--- src/rtl/melody_sequencer.sv ---
`default_nettype none
// ============================================================================
//  melody_sequencer
//  Steps through a packed melody of tone indices, plays each note as a
//  square wave for a fixed time followed by a silent gap, and writes 24-bit
//  samples to the codec via a ready/write handshake.
//  Optional macro MELODY_LOOP_EN: restart at step 0 after the last gap.
//  Revision: 1.0  initial release
// ============================================================================
module melody_sequencer #(
   parameter int          NUM_STEPS   = 8,
   parameter logic [47:0] MELODY      = 48'h0000_00FA_C688,
   parameter int          NOTE_CYCLES = 12_500_000,
   parameter int          GAP_CYCLES  = 500_000,
   parameter logic [23:0] AMPLITUDE   = 24'h0F_FFFF,
   parameter int          DIV_SHIFT   = 0
) (
   input  logic        clk,
   input  logic        reset_n,
   input  logic        start,
   input  logic        stop,
   input  logic        audio_ready,
   output logic        audio_write,
   output logic [23:0] sample,
   output logic [2:0]  tone_idx,
   output logic [31:0] half_period,
   output logic [3:0]  step,
   output logic        busy,
   output logic        done
);

   typedef enum logic [1:0] {
      S_IDLE = 2'd0,
      S_PLAY = 2'd1,
      S_GAP  = 2'd2,
      S_DONE = 2'd3
   } state_t;

`ifdef MELODY_LOOP_EN
   localparam bit c_LOOP_EN = 1'b1;
`else
   localparam bit c_LOOP_EN = 1'b0;
`endif

   localparam logic [3:0]  c_LAST_STEP = 4'(NUM_STEPS - 1);
   localparam logic [31:0] c_NOTE_LAST = 32'(NOTE_CYCLES - 1);
   localparam logic [31:0] c_GAP_LAST  = 32'(GAP_CYCLES - 1);
   localparam logic [23:0] c_POS       = AMPLITUDE;
   localparam logic [23:0] c_NEG       = -AMPLITUDE;

   state_t      r_state;
   logic        r_start_q;
   logic [31:0] r_note_cnt;
   logic [31:0] r_gap_cnt;
   logic [31:0] r_half_cnt;
   logic        r_phase;
   logic        r_audio_write;
   logic [23:0] r_sample;
   logic [2:0]  r_tone_idx;
   logic [31:0] r_half_period;
   logic [3:0]  r_step;
   logic        r_busy;
   logic        r_done;

   logic [3:0]  w_next_step;
   logic [5:0]  w_melody_bit;
   logic [2:0]  w_next_tone;
   logic [31:0] w_next_hp;
   logic        w_start_rise;
   logic        w_active;
   logic        w_wave_wrap;
   logic        w_gap_end;
   logic        w_enter_play;

   // Half-period in 50 MHz clocks, scaled down and clamped so the wave never stalls
   function automatic logic [31:0] f_half_period(input logic [2:0] tone);
      logic [31:0] base;
      logic [31:0] shifted;
      case (tone)
         3'd0: base = 32'd47801;
         3'd1: base = 32'd42589;
         3'd2: base = 32'd37936;
         3'd3: base = 32'd35817;
         3'd4: base = 32'd31888;
         3'd5: base = 32'd28409;
         3'd6: base = 32'd25303;
         3'd7: base = 32'd23901;
      endcase
      shifted = base >> DIV_SHIFT;
      return (shifted == 32'd0) ? 32'd1 : shifted;
   endfunction

   assign w_next_step  = (r_state == S_GAP && r_step != c_LAST_STEP) ? r_step + 4'd1 : 4'd0;
   assign w_melody_bit = {1'b0, w_next_step, 1'b0} + {2'b00, w_next_step};
   assign w_next_tone  = MELODY[w_melody_bit +: 3];
   assign w_next_hp    = f_half_period(w_next_tone);
   assign w_start_rise = start & ~r_start_q;
   assign w_active     = (r_state == S_PLAY) || (r_state == S_GAP);
   assign w_wave_wrap  = (r_half_cnt == r_half_period - 32'd1);
   assign w_gap_end    = (r_state == S_GAP) && (r_gap_cnt == c_GAP_LAST);
   assign w_enter_play = (((r_state == S_IDLE) || (r_state == S_DONE)) && w_start_rise) ||
                         (w_gap_end && ((r_step != c_LAST_STEP) || c_LOOP_EN));

   always_ff @(posedge clk) begin
      if (!reset_n) begin
         r_state       <= S_IDLE;
         r_start_q     <= 1'b0;
         r_note_cnt    <= 32'd0;
         r_gap_cnt     <= 32'd0;
         r_half_cnt    <= 32'd0;
         r_phase       <= 1'b0;
         r_audio_write <= 1'b0;
         r_sample      <= 24'd0;
         r_tone_idx    <= 3'd0;
         r_half_period <= 32'd0;
         r_step        <= 4'd0;
         r_busy        <= 1'b0;
         r_done        <= 1'b0;
      end else begin
         r_start_q     <= start;
         r_audio_write <= w_active & audio_ready & ~r_audio_write;
         if (stop) begin
            r_state       <= S_IDLE;
            r_note_cnt    <= 32'd0;
            r_gap_cnt     <= 32'd0;
            r_half_cnt    <= 32'd0;
            r_phase       <= 1'b0;
            r_audio_write <= 1'b0;
            r_sample      <= 24'd0;
            r_tone_idx    <= 3'd0;
            r_half_period <= 32'd0;
            r_step        <= 4'd0;
            r_busy        <= 1'b0;
            r_done        <= 1'b0;
         end else if (w_enter_play) begin
            r_state       <= S_PLAY;
            r_note_cnt    <= 32'd0;
            r_gap_cnt     <= 32'd0;
            r_half_cnt    <= 32'd0;
            r_phase       <= 1'b0;
            r_sample      <= c_POS;
            r_step        <= w_next_step;
            r_tone_idx    <= w_next_tone;
            r_half_period <= w_next_hp;
            r_busy        <= 1'b1;
            r_done        <= 1'b0;
         end else begin
            case (r_state)
               S_PLAY: begin
                  if (r_note_cnt == c_NOTE_LAST) begin
                     r_state    <= S_GAP;
                     r_note_cnt <= 32'd0;
                     r_gap_cnt  <= 32'd0;
                     r_sample   <= 24'd0;
                  end else begin
                     r_note_cnt <= r_note_cnt + 32'd1;
                     if (w_wave_wrap) begin
                        // sample follows the phase it is about to take
                        r_half_cnt <= 32'd0;
                        r_phase    <= ~r_phase;
                        r_sample   <= r_phase ? c_POS : c_NEG;
                     end else begin
                        r_half_cnt <= r_half_cnt + 32'd1;
                     end
                  end
               end
               S_GAP: begin
                  if (w_gap_end) begin
                     r_state  <= S_DONE;
                     r_busy   <= 1'b0;
                     r_done   <= 1'b1;
                     r_sample <= 24'd0;
                  end else begin
                     r_gap_cnt <= r_gap_cnt + 32'd1;
                  end
               end
               default: begin
               end
            endcase
         end
      end
   end

   assign audio_write = r_audio_write;
   assign sample      = r_sample;
   assign tone_idx    = r_tone_idx;
   assign half_period = r_half_period;
   assign step        = r_step;
   assign busy        = r_busy;
   assign done        = r_done;

endmodule
`default_nettype wire

--- config.mk ---
export PLATFORM = sky130hd
export DESIGN_NAME = melody_sequencer
export DESIGN_NICKNAME = d
export VERILOG_FILES = /design/src/rtl/melody_sequencer.sv
export SDC_FILE = /design/constraint.sdc
export NUM_CORES = 1
export LEC_CHECK = 0
export CAP_MARGIN = 5
export CORE_MARGIN = 2
export CORE_UTILIZATION = 60
export CTS_BUF_LIST = sky130_fd_sc_hd__clkbuf_8 sky130_fd_sc_hd__clkbuf_16
export DETAILED_ROUTE_END_ITERATION = 16
export MAX_ROUTING_LAYER = met4
export PLACE_DENSITY = 0.86
export SYNTH_ARGS = -nofsm -noshare
export SYNTH_HDL_FRONTEND = slang
export SYNTH_SLANG_ARGS = --single-unit
export TNS_END_PERCENT = 30
--- constraint.sdc ---
create_clock -name clk -period 10.5 [get_ports clk]
set_input_delay 1.05 -clock clk [delete_from_list [all_inputs] [get_ports clk]]
set_output_delay 1.05 -clock clk [all_outputs]
set_load 0.01 [all_outputs]
==> results of run 1 <==
critical path, delay by kind of cell (launching register included):
kind            cells  cell delay, ns
xor+xnor            1            0.14
flops               1            0.40
simple gates        9            2.87
compound gates      1            0.90
fa+ha+maj           1            0.26
registers in the layout (all words and copies together), names as in the netlist:
signal / flops
done: 1
r_note_cnt: 32
tone_idx: 2
r_half_cnt: 32
r_gap_cnt: 32
r_state: 2
half_period: 16
busy: 1
sample: 3
audio_write: 1
r_start_q: 1
r_phase: 1
step: 4
report_power, final:
part | internal, mW | switching (mW)
sequential | 0.489 | 0.00626
clock | 0.356 | 0.236
combinational | 0.0298 | 0.0393
worst min-delay path by stage:
stage	cells past startpoint	slack, ns	endpoint
2_1_floorplan	2	0.46	r_note_cnt[1]
3_3_place_gp	1	0.41	audio_write
3_5_place_dp	1	0.41	audio_write
4_1_cts	1	0.42	audio_write
5_1_grt	1	0.46	audio_write
6_report	1	0.42	audio_write
logic make-up (layout without fill, tap and decap cells):
family | count (synthesis) | count (layout) | share of synthesized area [%]
AOI/OAI and AO/OA | 79 | 79 | 7.795
buffers and inverters | 95 | 118 | 7.546
DFF | 128 | 128 | 36.36
muxes | 15 | 15 | 2.148
other | 1 | 16 | 0.05322
xor gates and xnor gates | 107 | 107 | 13.30
adders and majority gates | 22 | 22 | 4.013
and+or+nand+nor | 409 | 409 | 28.78
cell usage after synthesis (all sizes together) (8+ instances only):
cell	n	area (µm²)
a21oi	23	115.1
a22o	10	87.58
and2	9	56.30
and3	17	106.4
and4	8	70.07
buf	48	355.3
clkbuf	18	67.56
dfxtp	128	2562
ha	21	262.8
inv	29	108.9
mux2i	14	140.1
nand2	73	274.0
nand3	44	225.2
nand4	23	143.9
nor2	155	581.8
nor3	18	100.1
nor4	11	83.83
o21ai	12	60.05
or4	14	108.9
xnor2	52	455.4
xor2	55	481.7
metal layers:
layer / routed length, µm / track usage (%) / vias up / share of wire [%]
li1: - / - / 2930 / -
met1: 6760 / 31.56 / 2758 / 45
met2: 7353 / 40.76 / 146 / 49
met3: 691 / 5.292 / 26 / 4.6
met4: 303 / 10.24 / 0 / 2.0
met5: 0 / - / - / 0
area by class of cell:
cell class / count / area [µm²]
Multi-Input combinational cell: 648 / 4026
Fill cell: 900 / 3381
Sequential cell: 128 / 2562
Timing Repair Buffer: 57 / 563.0
Clock buffer: 17 / 425.4
Tap cell: 143 / 178.9
Clock inverter: 15 / 172.7
Inverter: 29 / 108.9
metrics by stage:
step,area (µm²),std cells,setup slack [ns],hold slack [ns]
3_5_place_dp,7440,1005,5.825,0.4135
2_1_floorplan,7103,871,6.703,0.4581
6_report,8038,1037,5.766,0.4179
3_3_place_gp,7440,1005,5.980,0.4084
4_1_cts,8038,1037,5.787,0.4219
5_1_grt,8038,1037,5.218,0.4603
==> results.yml, run 1 <==
sta:
  tns_ns: 0
  hold_viol: 0
  rsz0062_at_grt: "no"
  fmax_mhz: 211.2
  drv_slew: 0
  worst_pin_slew_ns: 1.148
  setup_viol: 0
  slew-limit-headroom_pct: 23.42
  finalCriticalPeriod_ns: 4.734
  post-route-period-util_pct: 45.09
  finalClockSkew_ns: 0.01544
die:
  ioPinCount: 71
  fp-row-count: 39
  die_w_um: 112.4
  dieArea_um2: 12630
  core-area_um2: 11420
  start_util_pct: 61.71
  die_y_um: 112.4
global_route:
  grt_usage_pct: 25.44
  grt_pass1_vias: 5461
  grt-ovfl-total: 0
  antenna_found_initial: 0
  grt_first_pass_wirelength_mm: 25.52
  grt_max_degree: 31
min_path:
  hold_class: "flip-flop to flip-flop"
  hold_start: "audio_write"
detailed_routing:
  drt-wirelength-per-cell_um: 14.57
  drt_iter0_drc: 441
  dr.pass1.iters: 5
  viasPerCell: 5.651
  drc: 0
  num_vias: 5860
  antenna_left: 0
  drt_wl_total_mm: 15.11
critical_path:
  critPathMaxStageDelay_ns: 0.90
  crit_chain: "or4_1 -> nor4_4 -> nor3b_1 -> ha_1 -> xor2_1 -> nand4_1 -> nor4b_1 -> nand3_1 -> or4_1 -> or2_1 -> o21ai_2 -> nor2_1"
  path_common_cell: "or4_1"
  cp-startpoint: "half_period[5]"
  end_kind: "flip-flop"
  endpoint: "r_half_cnt[24]"
  crit_required_ns: 10.76
  start_kind: "flip-flop"
  ff2ff_path_depth: 12
  r2r-start: "half_period[5]"
  criticalPathCategory: "flip-flop to flip-flop"
  crit_arrival_ns: 5.00
  path_max_fanout: 30
  timing.rr.end: "r_half_cnt[24]"
  slowest_stage: "o21ai_2"
  r2r_slack_ns: 5.77
placement:
  hpwl_mm: 10.43
  globalplace.congestion: 0.9043
  io_buffers: 54
clock_tree:
  cts_num_sinks: 128
  htreeDepth: 4
  cts-hold-fix-buffers: 0
  cts_tree: "done"
  cts_setup_buffers: 0
  clkTransAtPathRegs_ns: 0.06
  root_buffer: "clkbuf_16"
  cts_repair_resize_count: 0
  cts_buffer_depth: 2
  cts_buffers: 17
  clock_latency_ns: 0.43
power_and_ir_drop:
  cellLeakagePower_nw: 2.840
  power_density_nw_per_um2: 143.9
  ir_drop_mv: 0.1494
  power_mw: 1.157
layout:
  drive_above_1_share_pct: 5.817
  design.final.nets: 908
  final_cell_mix: "155 x nor2_1, 128 x dfxtp_1, 73 x nand2_1"
  antennaDiodeCount: 0
  areaGrowthSynthToFinish_pct: 14.06
  mostFrequentLayoutCell: "nor2_1"
  final_util_pct: 70.39
synth:
  synth_ff_type: "dfxtp_1"
  yosysUniqueCellTypes: 62
  synthArstFlopShare_pct: 0
  synth_edf_count: 0
  ys_seq_elements: 128
  avgSynthCellArea_um2: 8.232
  ys_seq_area_share_pct: 36.36
  syn-cell-area_um2: 7047
  yosys_warnings: 0
  synth_cells: 856
flow_run:
  cap_violations: 0
run_status:
  status: "complete, no violations"
(Power assumes the default switching activity.)
==> run 2: changes to the inputs <==
Settings changed: CORE_UTILIZATION 60 to 58, PLACE_DENSITY 0.86 to 0.84.
Clock period 10.5 ns to 4.7 ns, I/O delays scaled along.
==> run 2 against run 1 <==
Net effect:
- critical path depth up 1
- register-to-register slack worse by 5.3 ns
- worst setup slack worse by 5.3 ns
- utilization down 2.5 points
- die area up 3.3%
- cell area up 0.61%
- via count down 0.60%
- clock power up 130%
- largest cell class unchanged
==> results.yml, run 2 (same netlist as run 1, synthesis figures left out) <==
min_path:
  hold_class: "flip-flop to flip-flop"
die:
  ioPinCount: 71
  die_w_um: 114.2
  core-area_um2: 11910
  die_y_um: 114.2
  fp-row-count: 40
  start_util_pct: 59.16
  dieArea_um2: 13050
placement:
  dp.cells: 1011
  hpwl_mm: 10.35
  io_buffers: 54
  globalplace.congestion: 0.8646
layout:
  areaGrowthSynthToFinish_pct: 14.76
  drive_above_1_share_pct: 5.915
  design.final.nets: 910
  mostFrequentLayoutCell: "nor2_1"
  reg_top3: "r_gap_cnt: 32 flops, r_half_cnt: 32 flops, r_note_cnt: 32 flops"
  antennaDiodeCount: 0
  final_cell_mix: "155 x nor2_1, 128 x dfxtp_1, 73 x nand2_1"
  final_util_pct: 67.89
  final_cell_count_no_fill: 1043
sta:
  worst_pin_slew_ns: 1.115
  rsz0062_at_grt: "no"
  finalClockSkew_ns: 0.009685
  post-route-period-util_pct: 89.21
  drv_slew: 0
  setup_viol: 0
  tns_ns: 0
  finalCriticalPeriod_ns: 4.193
  slew-limit-headroom_pct: 24.95
  hold_viol: 0
  fmax_mhz: 238.5
detailed_routing:
  drc: 0
  dr.pass1.iters: 5
  drt-wirelength-per-cell_um: 14.36
  viasPerCell: 5.585
  drt_wl_total_mm: 14.98
  num_vias: 5825
  drt_iter0_drc: 355
  antenna_left: 0
critical_path:
  path_common_cell: "or4_1"
  critPathMaxStageDelay_ns: 0.71
  slowest_stage: "or4_1"
  crit_chain: "or4_1 -> nor4_4 -> nor3b_1 -> ha_1 -> xor2_1 -> nand4_1 -> nor4b_1 -> nand3_1 -> or4_1 -> or2_1 -> o21ai_2 -> buf_4 -> nor2_1"
  criticalPathCategory: "flip-flop to flip-flop"
  crit_arrival_ns: 4.48
  crit_required_ns: 4.99
  path_max_fanout: 30
  start_kind: "flip-flop"
  end_kind: "flip-flop"
clock_tree:
  cts-hold-fix-buffers: 0
  cts_num_sinks: 128
  cts_setup_buffers: 0
  htreeDepth: 4
  clock_latency_ns: 0.41
  cts_buffer_depth: 2
  root_buffer: "clkbuf_16"
  cts_tree: "done"
  cts_buffers: 17
  cts_repair_resize_count: 0
  clkTransAtPathRegs_ns: 0.06
global_route:
  grt_first_pass_wirelength_mm: 25.12
  antenna_found_initial: 0
  grt_usage_pct: 24.33
  grt_pass1_vias: 5439
  grt_max_degree: 31
  grt-ovfl-total: 0
power_and_ir_drop:
  power_density_nw_per_um2: 324.7
  cellLeakagePower_nw: 2.868
  ir_drop_mv: 0.2281
run_status:
  status: "complete, no violations"
flow_run:
  cap_violations: 0
run 2: cell types whose count changed in the layout (fill, tap and decap cells not counted):
cell / delta
buf_4: +2
bufinv_16: +1
clkbuf_8: +5
clkinv_2: +3
clkinv_4: -3
clkinvlp_4: +1
inv_1: +1
inv_6: -8
o21ai_0: -1
o21ai_1: +1
run 2: power by group:
part / switching (mW) / internal (mW)
clock network: 0.464 / 0.900
registers: 0.0143 / 1.09
logic: 0.0872 / 0.0670
total: 0.566 / 2.06
run 2: area by class of cell:
class                      instances  area (µm²)
inverter                          29       108.9
clock inverter                    10       132.6
multi-input combinational        648        4026
sequential                       128        2562
timing repair buffer              59       578.1
tap                              147       183.9
clock buffer                      22       494.2
fill                             937        3825
run 2: critical path: cells and delay by family (launching register included):
| family | cells | cell delay [ns] |
|---|---|---|
| AO/OA/AOI/OAI | 1 | 0.14 |
| flip-flops | 1 | 0.41 |
| buffers and inverters | 1 | 0.30 |
| adder cells (fa/ha/maj) | 1 | 0.27 |
| AND/OR/NAND/NOR | 9 | 2.81 |
| XOR/XNOR | 1 | 0.14 |
run 2: per-stage QoR:
step	hold WS, ns	total power [mW]	area [µm²]	worst slack [ns]
4_1_cts	0.4604	2.644	8087	0.5049
3_3_place_gp	0.4077	1.281	7460	0.6882
2_1_floorplan	0.4581	1.253	7103	0.9034
6_report	0.4610	2.626	8087	0.5070
3_5_place_dp	0.4529	1.283	7460	0.5520
5_1_grt	0.4703	2.717	8087	0.2447
run 2: path summary, 6_finish.rpt:
kind | start | cells after the start | slack, ns | end
min | audio_write | 1 | 0.46 | audio_write
min reg2reg | audio_write | 1 | 0.46 | audio_write
max | half_period[5] | 13 | 0.51 | r_half_cnt[0]
max reg2reg | half_period[5] | 13 | 0.51 | r_half_cnt[0]
run 2: metal layers:
metal | GRT usage (%) | routed length, µm
met2 | 39.21 | 7193
met4 | 9.837 | 324
met3 | 4.659 | 626
met5 | - | 0
met1 | 30.15 | 6834
==> run 3: changes to the inputs <==
==> constraint.sdc (replaced) <==
create_clock -name clk -period 4.7 [get_ports clk]
set_input_delay 0.94 -clock clk [delete_from_list [all_inputs] [get_ports clk]]
set_output_delay 0.94 -clock clk [all_outputs]
set_load 0.01 [all_outputs]
==> run 3 against run 2 <==
Net effect:
- total power up 2.8%
- wire length increased by 4.3%
- largest power group unchanged
- critical path depth is the same
- clock skew fell by 0.0017 ns
- critical endpoint is now r_half_cnt[22]
==> results.yml, run 3 (same netlist as run 1, synthesis figures left out) <==
global_route:
  grt_first_pass_wirelength_mm: 25.80
  grt_usage_pct: 25.14
  grt_pass1_vias: 5415
  grt-ovfl-total: 0
  grt_max_degree: 31
  antenna_found_initial: 0
critical_path:
  slowest_stage: "or4_1"
  crit_required_ns: 4.99
  timing.rr.end: "r_half_cnt[22]"
  crit_arrival_ns: 4.58
  endpoint: "r_half_cnt[22]"
  path_common_cell: "or4_1"
  crit_chain: "or4_1 -> nor4_4 -> nor3b_1 -> ha_1 -> xor2_1 -> nand4_1 -> nor4b_1 -> nand3_1 -> or4_1 -> or2_1 -> o21ai_2 -> buf_4 -> nor2_1"
  criticalPathCategory: "flip-flop to flip-flop"
  path_max_fanout: 30
  ff2ff_path_depth: 13
  r2r_slack_ns: 0.40
  r2r-start: "half_period[5]"
  critPathMaxStageDelay_ns: 0.68
  cp-startpoint: "half_period[5]"
  end_kind: "flip-flop"
  start_kind: "flip-flop"
placement:
  hpwl_mm: 10.43
  dpl_cell_area_um2: 7452
  globalplace.congestion: 0.8928
  io_buffers: 54
  dp.cells: 1010
layout:
  mostFrequentLayoutCell: "nor2_1"
  antennaDiodeCount: 0
  areaGrowthSynthToFinish_pct: 14.93
  drive_above_1_share_pct: 5.587
  stdcell_area_um2: 8099
  final_cell_count_no_fill: 1042
  final_cell_mix: "155 x nor2_1, 128 x dfxtp_1, 73 x nand2_1"
  reg_top3: "r_gap_cnt: 32 flops, r_half_cnt: 32 flops, r_note_cnt: 32 flops"
  design.final.nets: 909
clock_tree:
  cts_repair_resize_count: 0
  cts_tree: "done"
  cts-hold-fix-buffers: 0
  clkTransAtPathRegs_ns: 0.06
  cts_num_sinks: 128
  clock_latency_ns: 0.41
  cts_buffer_depth: 2
  cts_buffers: 17
  root_buffer: "clkbuf_16"
  cts_setup_buffers: 0
  htreeDepth: 4
detailed_routing:
  drt-wirelength-per-cell_um: 15.00
  drt_iter0_drc: 393
  viasPerCell: 5.607
  dr.pass1.iters: 5
  antenna_left: 0
  drt_wl_total_mm: 15.63
  drc: 0
  num_vias: 5842
sta:
  fmax_mhz: 232.8
  worst_pin_slew_ns: 1.195
  setup_viol: 0
  post-route-period-util_pct: 91.40
  rsz0062_at_grt: "no"
  tns_ns: 0
  finalCriticalPeriod_ns: 4.296
  drv_slew: 0
  finalClockSkew_ns: 0.008019
  hold_viol: 0
  slew-limit-headroom_pct: 20.34
die:
  die_y_um: 114.2
  die_w_um: 114.2
  start_util_pct: 59.16
  dieArea_um2: 13050
  core-area_um2: 11910
  ioPinCount: 71
  fp-row-count: 40
flow_run:
  cap_violations: 0
min_path:
  hold_class: "flip-flop to flip-flop"
power_and_ir_drop:
  cellLeakagePower_nw: 2.873
  ir_drop_mv: 0.3073
  power_density_nw_per_um2: 333.4
run_status:
  status: "complete, no violations"
run 3: critical path: cells and delay by family (launching register included):
family | cells | cell delay (ns)
DFF | 1 | 0.40
and+or+nand+nor | 9 | 2.89
adders and majority gates | 1 | 0.28
xor gates and xnor gates | 1 | 0.15
AOI/OAI and AO/OA | 1 | 0.14
buffers and inverters | 1 | 0.31
run 3: worst min path at each step:
stage,from,end,cells after the start
final,audio_write,audio_write,1
after floorplan,r_note_cnt[1],r_note_cnt[1],2
after detailed placement,audio_write,audio_write,1
after global placement,audio_write,audio_write,1
after CTS,audio_write,audio_write,1
after global routing,audio_write,audio_write,1
run 3: cell type report:
cell class / count / area, µm²
inverter: 29 / 108.9
tap: 147 / 183.9
timing repair buffer: 58 / 570.5
multi-input combinational: 648 / 4026
sequential: 128 / 2562
fill: 947 / 3812
clock inverter: 13 / 193.9
clock buffer: 19 / 452.9
run 3: power breakdown:
part | leakage [nW] | internal (mW) | switching [mW]
Combinational | 1.52 | 0.0666 | 0.0890
Clock | 0.319 | 0.961 | 0.477
Sequential | 1.03 | 1.09 | 0.0143
Total | 2.87 | 2.12 | 0.580
run 3: per-layer routing:
metal	vias up	global-route usage (%)	part of all wire, %
li1	2927	-	-
met4	0	7.073	2.0
met3	30	6.088	4.0
met5	-	-	0
met1	2737	30.83	45
met2	148	41.47	49
run 3: metrics by stage:
stage / power [mW] / setup slack (ns) / utilization, % / hold slack [ns]
finish: 2.700 / 0.4043 / 67.99 / 0.4206
global route: 2.780 / 0.1072 / 67.99 / 0.4654
CTS: 2.712 / 0.4103 / 67.99 / 0.4247
detailed placement: 1.283 / 0.4823 / 62.56 / 0.4171
global placement: 1.280 / 0.6904 / 62.56 / 0.4115
floorplan: 1.253 / 0.9034 / - / 0.4581
